File: src/rtl/rot_undo_reg_if.sv
// Command/status bundle for the undoable rotator: the controller drives commands and load data,
// and the rotator returns its registered value, offset and undo status.
interface rot_undo_reg_if #(
    parameter int WIDTH = 4,
    parameter int OFF_W = 2
);
    logic             load;
    logic [WIDTH-1:0] din;
    logic             step;
    logic             direction;
    logic             undo;
    logic [WIDTH-1:0] q;
    logic [OFF_W-1:0] offset;
    logic             busy;
    logic             done;

    modport master (
        output load, din, step, direction, undo,
        input  q, offset, busy, done
    );

    modport slave (
        input  load, din, step, direction, undo,
        output q, offset, busy, done
    );
endinterface

File: src/rtl/rot_undo_reg.sv
// Registered single-position rotator that tracks the net left-rotation offset and can
// walk back to the as-loaded orientation by the shortest path on an undo command.
module rot_undo_reg #(
    parameter int WIDTH = 4,
    parameter int OFF_W = 2
) (
    input  logic          clk,
    input  logic          rst,
    rot_undo_reg_if.slave bus
);
    typedef enum logic {S_IDLE, S_UNDO} state_t;

    localparam logic [OFF_W:0]   HALF = (OFF_W+1)'(WIDTH/2);
    localparam logic [OFF_W-1:0] ONE  = OFF_W'(1);

    state_t           r_state, w_state;
    logic [WIDTH-1:0] r_q, w_q, w_rol, w_ror;
    logic [OFF_W-1:0] r_off, w_off;
    logic             r_udir, w_udir;   // 1: undo walks left, 0: undo walks right
    logic             r_busy, w_busy;
    logic             r_done, w_done;

    assign w_rol = {r_q[WIDTH-2:0], r_q[WIDTH-1]};
    assign w_ror = {r_q[0], r_q[WIDTH-1:1]};

    always_ff @(posedge clk) begin
        if (rst) begin
            r_state <= S_IDLE;
            r_q     <= '0;
            r_off   <= '0;
            r_udir  <= 1'b0;
            r_busy  <= 1'b0;
            r_done  <= 1'b0;
        end else begin
            r_state <= w_state;
            r_q     <= w_q;
            r_off   <= w_off;
            r_udir  <= w_udir;
            r_busy  <= w_busy;
            r_done  <= w_done;
        end
    end

    always_comb begin
        w_state = r_state;
        w_q     = r_q;
        w_off   = r_off;
        w_udir  = r_udir;
        w_busy  = r_busy;
        w_done  = 1'b0;
        case (r_state)
            S_IDLE: begin
                if (bus.load) begin
                    w_q   = bus.din;
                    w_off = '0;
                end else if (bus.undo) begin
                    if (r_off == '0) begin
                        w_done = 1'b1;
                    end else begin
                        // Ties at WIDTH/2 resolve to the right-hand walk.
                        w_udir  = ({1'b0, r_off} > HALF);
                        w_busy  = 1'b1;
                        w_state = S_UNDO;
                    end
                end else if (bus.step) begin
                    if (bus.direction) begin
                        w_q   = w_rol;
                        w_off = r_off + ONE;
                    end else begin
                        w_q   = w_ror;
                        w_off = r_off - ONE;
                    end
                end
            end
            S_UNDO: begin
                if (bus.load) begin
                    w_q     = bus.din;
                    w_off   = '0;
                    w_busy  = 1'b0;
                    w_state = S_IDLE;
                end else begin
                    if (r_udir) begin
                        w_q   = w_rol;
                        w_off = r_off + ONE;
                    end else begin
                        w_q   = w_ror;
                        w_off = r_off - ONE;
                    end
                    if (w_off == '0) begin
                        w_busy  = 1'b0;
                        w_done  = 1'b1;
                        w_state = S_IDLE;
                    end
                end
            end
            default: w_state = S_IDLE;
        endcase
    end

    assign bus.q      = r_q;
    assign bus.offset = r_off;
    assign bus.busy   = r_busy;
    assign bus.done   = r_done;
endmodule

File: src/flat_wrapper.sv
// flat-port wrapper written by rule: the top's interface ports become plain ports
module rot_undo_reg_flat 
#(
    parameter int WIDTH = 4,
    parameter int OFF_W = 2
)
  (clk, rst, bus_load, bus_din, bus_step, bus_direction, bus_undo, bus_q, bus_offset, bus_busy, bus_done);
  rot_undo_reg_if #(.WIDTH(WIDTH), .OFF_W(OFF_W)) bus_i ();
  input  logic clk;
  input  logic rst;
  input wire logic [$bits(bus_i.load)-1:0] bus_load;
  input wire logic [$bits(bus_i.din)-1:0] bus_din;
  input wire logic [$bits(bus_i.step)-1:0] bus_step;
  input wire logic [$bits(bus_i.direction)-1:0] bus_direction;
  input wire logic [$bits(bus_i.undo)-1:0] bus_undo;
  output wire logic [$bits(bus_i.q)-1:0] bus_q;
  output wire logic [$bits(bus_i.offset)-1:0] bus_offset;
  output wire logic [$bits(bus_i.busy)-1:0] bus_busy;
  output wire logic [$bits(bus_i.done)-1:0] bus_done;
  assign bus_i.load = bus_load;
  assign bus_i.din = bus_din;
  assign bus_i.step = bus_step;
  assign bus_i.direction = bus_direction;
  assign bus_i.undo = bus_undo;
  assign bus_q = bus_i.q;
  assign bus_offset = bus_i.offset;
  assign bus_busy = bus_i.busy;
  assign bus_done = bus_i.done;
  rot_undo_reg #(.WIDTH(WIDTH), .OFF_W(OFF_W)) u_core (.clk(clk), .rst(rst), .bus(bus_i));
endmodule
File: config.mk
export PLATFORM = sky130hd
export DESIGN_NAME = rot_undo_reg_flat
export DESIGN_NICKNAME = d
export VERILOG_FILES = /design/src/rtl/rot_undo_reg_if.sv /design/src/rtl/rot_undo_reg.sv /design/src/flat_wrapper.sv
export SDC_FILE = /design/constraint.sdc
export NUM_CORES = 1
export LEC_CHECK = 0
export ABC_AREA = 0
export BUFFER_PORTS_ARGS = -buffer_cell sky130_fd_sc_hd__buf_2
export CAP_MARGIN = 20
export CORE_MARGIN = 5
export CORE_UTILIZATION = 43
export DETAILED_ROUTE_END_ITERATION = 10
export PLACE_DENSITY = 0.67
export REMOVE_ABC_BUFFERS = 1
export SYNTH_ARGS = -nofsm -noshare
export SYNTH_HDL_FRONTEND = slang
export SYNTH_SLANG_ARGS = --single-unit
File: constraint.sdc
create_clock -name clk -period 3.9 [get_ports clk]
set_input_delay 0.195 -clock clk [delete_from_list [all_inputs] [get_ports clk]]
set_output_delay 0.195 -clock clk [all_outputs]
set_load 0.02 [all_outputs]
-- After elaboration in Yosys (flattened, before gate mapping)
Cells that the tools add are included.
- $add $sub $neg: 2
- bitwise gates (word level): 3
- reductions and logical operators: 5
- $lt $le $gt $ge: 1
- mux-type cells: 34
- eq/ne operators: 6
- operators by type and width (operator ; number):
    4-bit 2-to-1 mux ; 6
    2-bit 2-to-1 mux ; 8
    1-bit 2-to-1 mux ; 15
    3-bit inequality test, second input constant ; 3
    4-bit case mux with 2 select lines ; 1
    4-bit AND reduction ; 2
    2-bit inequality test, second input constant ; 3
    1-bit case mux with 2 select lines ; 3
    2-bit zero test ; 2
    2-bit case mux with 2 select lines ; 1
    1-bit NOT ; 3
    2-bit by 1-bit adder with 2-bit output, second input constant ; 1
    2-bit greater-than comparator, second input constant ; 1
    2-bit AND reduction ; 1
    2-bit by 1-bit subtractor with 2-bit output, second input constant ; 1
- bits in registers: 10
- logic and storage cells: 57

-- Logic depth before layout (Yosys ltp)
- depth after elaboration: 8
- mapped depth: 5
- gate-level depth less buffers: 5

-- Worst setup path after synthesis
No wires, ideal clock.
- kind: reg2reg
- start point: reg u_core.r_off[0] (netlist: u_core.bus.offset[0])
- end point: reg u_core.r_state
- path buffers: 0
- arrival time: 1.390 ns
- data required time: 3.785 ns
- cell stages (with the launch flop): 6
- setup slack: 2.395 ns
- period minus slack after synthesis: 1.505 ns
- setup time: 0.115 ns
- cell sequence: dfxtp_1 > inv_1 > ha_1 > xnor2_1 > o21a_1 > o21a_1
- cells in the longest elaborated chain, start to end: 8
- RTL lines (element ; line ; text):
    start, declared ; rot_undo_reg.sv:18 ; logic [OFF_W-1:0] r_off, w_off;
    start signal, assigned ; rot_undo_reg.sv:37 ; r_off <= w_off;
    2-bit by 1-bit subtractor with 2-bit output / 2-bit by 1-bit adder with 2-bit output (equally long branches) ; rot_undo_reg.sv:87, rot_undo_reg.sv:84 ;
    2-bit 2-to-1 mux ; rot_undo_reg.sv:82 ; if (r_udir) begin
    2-bit 2-to-1 mux ; rot_undo_reg.sv:76 ; if (bus.load) begin
    2-bit 2-to-1 mux ; rot_undo_reg.sv:51 ; case (r_state)
    2-bit zero test ; rot_undo_reg.sv:89 ; if (w_off == '0) begin
    1-bit 2-to-1 mux ; rot_undo_reg.sv:89 ;
    1-bit 2-to-1 mux ; rot_undo_reg.sv:76 ;
    1-bit case mux with 2 select lines (*) ; rot_undo_reg.sv:51 ;
    end signal, assigned ; rot_undo_reg.sv:35 ; r_state <= w_state;
    end, declared ; rot_undo_reg.sv:16 ; state_t r_state, w_state;
Every way passes the cells marked *; elsewhere a longest branch is shown, timed or not. The select of a mux whose other input is x is not followed.
A chain may end at the register's enable or synchronous reset.

-- Worst setup path in the final report
- start point: reg u_core.r_state
- end point: reg u_core.r_q[2] (netlist: u_core.bus.q[2])
- cells in the longest elaborated chain, start to end: 3
- RTL lines (element ; line ; text):
    1-bit NOT ; rot_undo_reg.sv:51 ;
    3-bit inequality test (no source line) ; n/a ;
    2-bit AND reduction (no source line) ; n/a ;
    end signal, assigned ; rot_undo_reg.sv:36 ; r_q <= w_q;
    end, declared ; rot_undo_reg.sv:17 ; logic [WIDTH-1:0] r_q, w_q, w_rol, w_ror;
Parallel ways exist; a longest one is shown, timed or not.

==> results by group <==
Outcome
  • Outcome: completed

Synth
  • Synthesized instance count: 66
  • Ranking of synthesized cells by area: dfxtp_1 31%, mux2_2 8.7%, a222oi_1 4.7%
  • Cell accounting for the most synthesized area: dfxtp_1
  • Share of the synthesized area in the top cell type: 31.0%
  • Post-synthesis sequential area ratio: 31.0%
  • Syn avg cell area: 9.78 um^2
  • Asr flop ratio synth: 0%
  • Cell area after synthesis: 646 um^2
  • Most frequent cell after synthesis: dfxtp_1
  • Synth Register Bits: 10
  • Post-synth EDFFs: 0
  • Top cells by count, synth: 10 x dfxtp_1, 5 x a21oi_1, 5 x inv_1, 5 x mux2_2, 4 x nor2_1
  • Top_reg_cell synth: dfxtp_1
  • Synthesis warning total: 0
  • Cell variety after synth: 29

Timing
  • Period Utilization, post-route: 37.3%
  • Hold Vio Cnt, Final: 0
  • Least-Margin Pin Slew: 0.445 ns
  • Slew HR: 70.3%
  • Max-slew violation count: 0
  • # setup viols final: 0
  • Worst Skew: 0.00329 ns
  • TNS Setup: 0 ns
  • Tmin final: 1.45 ns
  • RSZ-0062 raised after global routing: no
  • Fmax: 688 MHz

Clocking
  • Clk Latency, worst-skew pair: 0.26 ns
  • Total CTS buffers: 3
  • Setup Fix Bufs, Post-CTS: 0
  • Clock Tree Root: clkbuf_4
  • Clock slew at reported path FFs: 0.06 ns
  • CTS resizes: 0
  • Hold_buf cts: 0
  • Htree depth: 1
  • Max Root-Sink Buffers: 2
  • CTS tree: built
  • CTS Sinks: 10

Routing
  • Vias per cell: 5.87
  • Drt initial violations: 24
  • WL final: 1440 um
  • Routed Antenna Nets: 0
  • DR pass1 iterations: 5
  • Drt wl/cell: 14.5 um
  • Via count: 581
  • Post-route DRC: 0

Die
  • Core Footprint: 1470 um^2
  • Io pins: 18
  • Die height: 48.8 um
  • Num rows: 14
  • Die W: 48.8 um
  • Starting Density: 43.9%
  • Die ar.: 2380 um^2

Finish
  • P&R area growth vs syn: 14.1%
  • FILL cells: 157
  • Final Util: 50.1%
  • Layout cells sized above 1: 36.1%
  • N_diodes: 0
  • Multi-input logic area: 390 um^2
  • Sequential cell area: 200 um^2
  • Non-Filler Instances: 99
  • # nets final: 97

Critical path
  • Total buffers and inverters traversed by the critical path: 0
  • Critical Path Max Stage Delay: 0.55 ns
  • Max FO, Critical Path: 9
  • Crit Path Category: reg2reg
  • Reg2reg start: u_core.r_state
  • CP Launch Type: register
  • Worst path top cell family by delay: multiplexers
  • Worst-path cell chain: mux2i_1 -> mux2_1 -> o32ai_1
  • CP max stage cell: dfxtp_1
  • R2R Setup Slk: 2.45 ns
  • Arrival time worst endpoint: 1.62 ns
  • Worst setup EP type: register
  • Setup crit start: u_core.r_state
  • WP data required: 4.07 ns

Power and ir drop
  • Lkg Pwr: 0.316 nW
  • Pwr dens: 330 nW/um^2
  • VDD IR max: 154 uV

Place
  • GP Congestion: 0.877
  • Placed instance count: 96
  • Port buffer count: 17
  • Detailed placer's ending HPWL: 1090 um

Global routing
  • Total gr overflow: 0
  • First-pass GRT wire length: 2510 um
  • All-Layer GR Usage: 13.1%
  • Initial antenna violation count: 0
  • Largest net degree at the start of global routing: 12
  • Vias in the first global route: 568

Worst hold path
  • Hold path startpoint: rst
  • Hold crit path type: in2reg

Run
  • Max Cap Viol: 0
## final cells by class
cell class                      instances  area share (%)
Multi-Input combinational cell         48            53.0
Sequential cell                        10            27.2
Timing Repair Buffer                   17            11.5
Clock buffer                            3            3.06
Tap cell                               16            2.72
Inverter                                5            2.55
## cell usage in the layout, fill, tap and decap left out, drive strengths merged, types with 2 or more instances in the layout
cell,count
nor2,5
o21a,2
inv,5
clkbuf,3
xnor2,2
mux2i,2
a21oi,5
buf,17
o32ai,2
ha,2
a222oi,3
mux2,7
o21ai,3
dfxtp,10
o31ai,3
nand3b,2
## final timing paths
kind | endpoint | cells after the start
worst max-delay path | u_core.bus.q[2] | 3
worst max register to register | u_core.bus.q[2] | 3
worst min-delay path | u_core.bus.offset[0] | 2
worst min register to register | u_core.bus.offset[0] | 2
## stage by stage
step | power (W) | worst slack [ns] | instance area, um^2 | hold WS (ns)
floorplan | 0.000156 | 2.39 | 609 | 0.264
global placement | 0.000176 | 2.46 | 714 | 0.434
detailed placement | 0.000176 | 2.44 | 714 | 0.436
CTS | 0.000245 | 2.44 | 737 | 0.160
global route | 0.000259 | 2.29 | 737 | 0.160
finish | 0.000243 | 2.45 | 737 | 0.169
## per-layer routing
metal | up-vias | wire, um | GRT usage, %
met3 | 4 | 112 | 3.68
li1 | 281 | - | -
met5 | - | 0 | 0
met4 | 0 | 30 | 8.52
met2 | 23 | 624 | 17.8
met1 | 273 | 671 | 17.6
## cells by family (layout without fill, tap and decap cells)
family | Yosys count | count (layout) | share of synthesized area [%]
xor+xnor | 2 | 2 | 2.71
buf+inv | 8 | 25 | 8.53
flops | 10 | 10 | 31.0
mux | 9 | 9 | 15.9
compound gates | 21 | 21 | 23.1
simple gates | 14 | 14 | 14.9
fa+ha+maj | 2 | 2 | 3.88
## worst reg2reg max path, cell delays in order, from the launching register on
cell and delay, ns:
dfxtp_1 0.55, mux2i_1 0.35, mux2_1 0.35, o32ai_1 0.11
## report_power, final
| part | switching [W] | internal, W | total (W) | leakage, nW |
|---|---|---|---|---|
| clock | 0.0000336 | 0.0000356 | 0.0000692 | 0.0138 |
| combinational | 0.0000316 | 0.0000270 | 0.0000586 | 0.220 |
| sequential | 0.00000677 | 0.000108 | 0.000115 | 0.0819 |
## state kept, by name, summed over array words and instances (netlist names)
name,count
u_core.r_udir,1
u_core.bus.done,1
u_core.bus.offset,2
u_core.bus.q,4
u_core.r_state,1
u_core.bus.busy,1
Power figures use the tool's default switching activity.
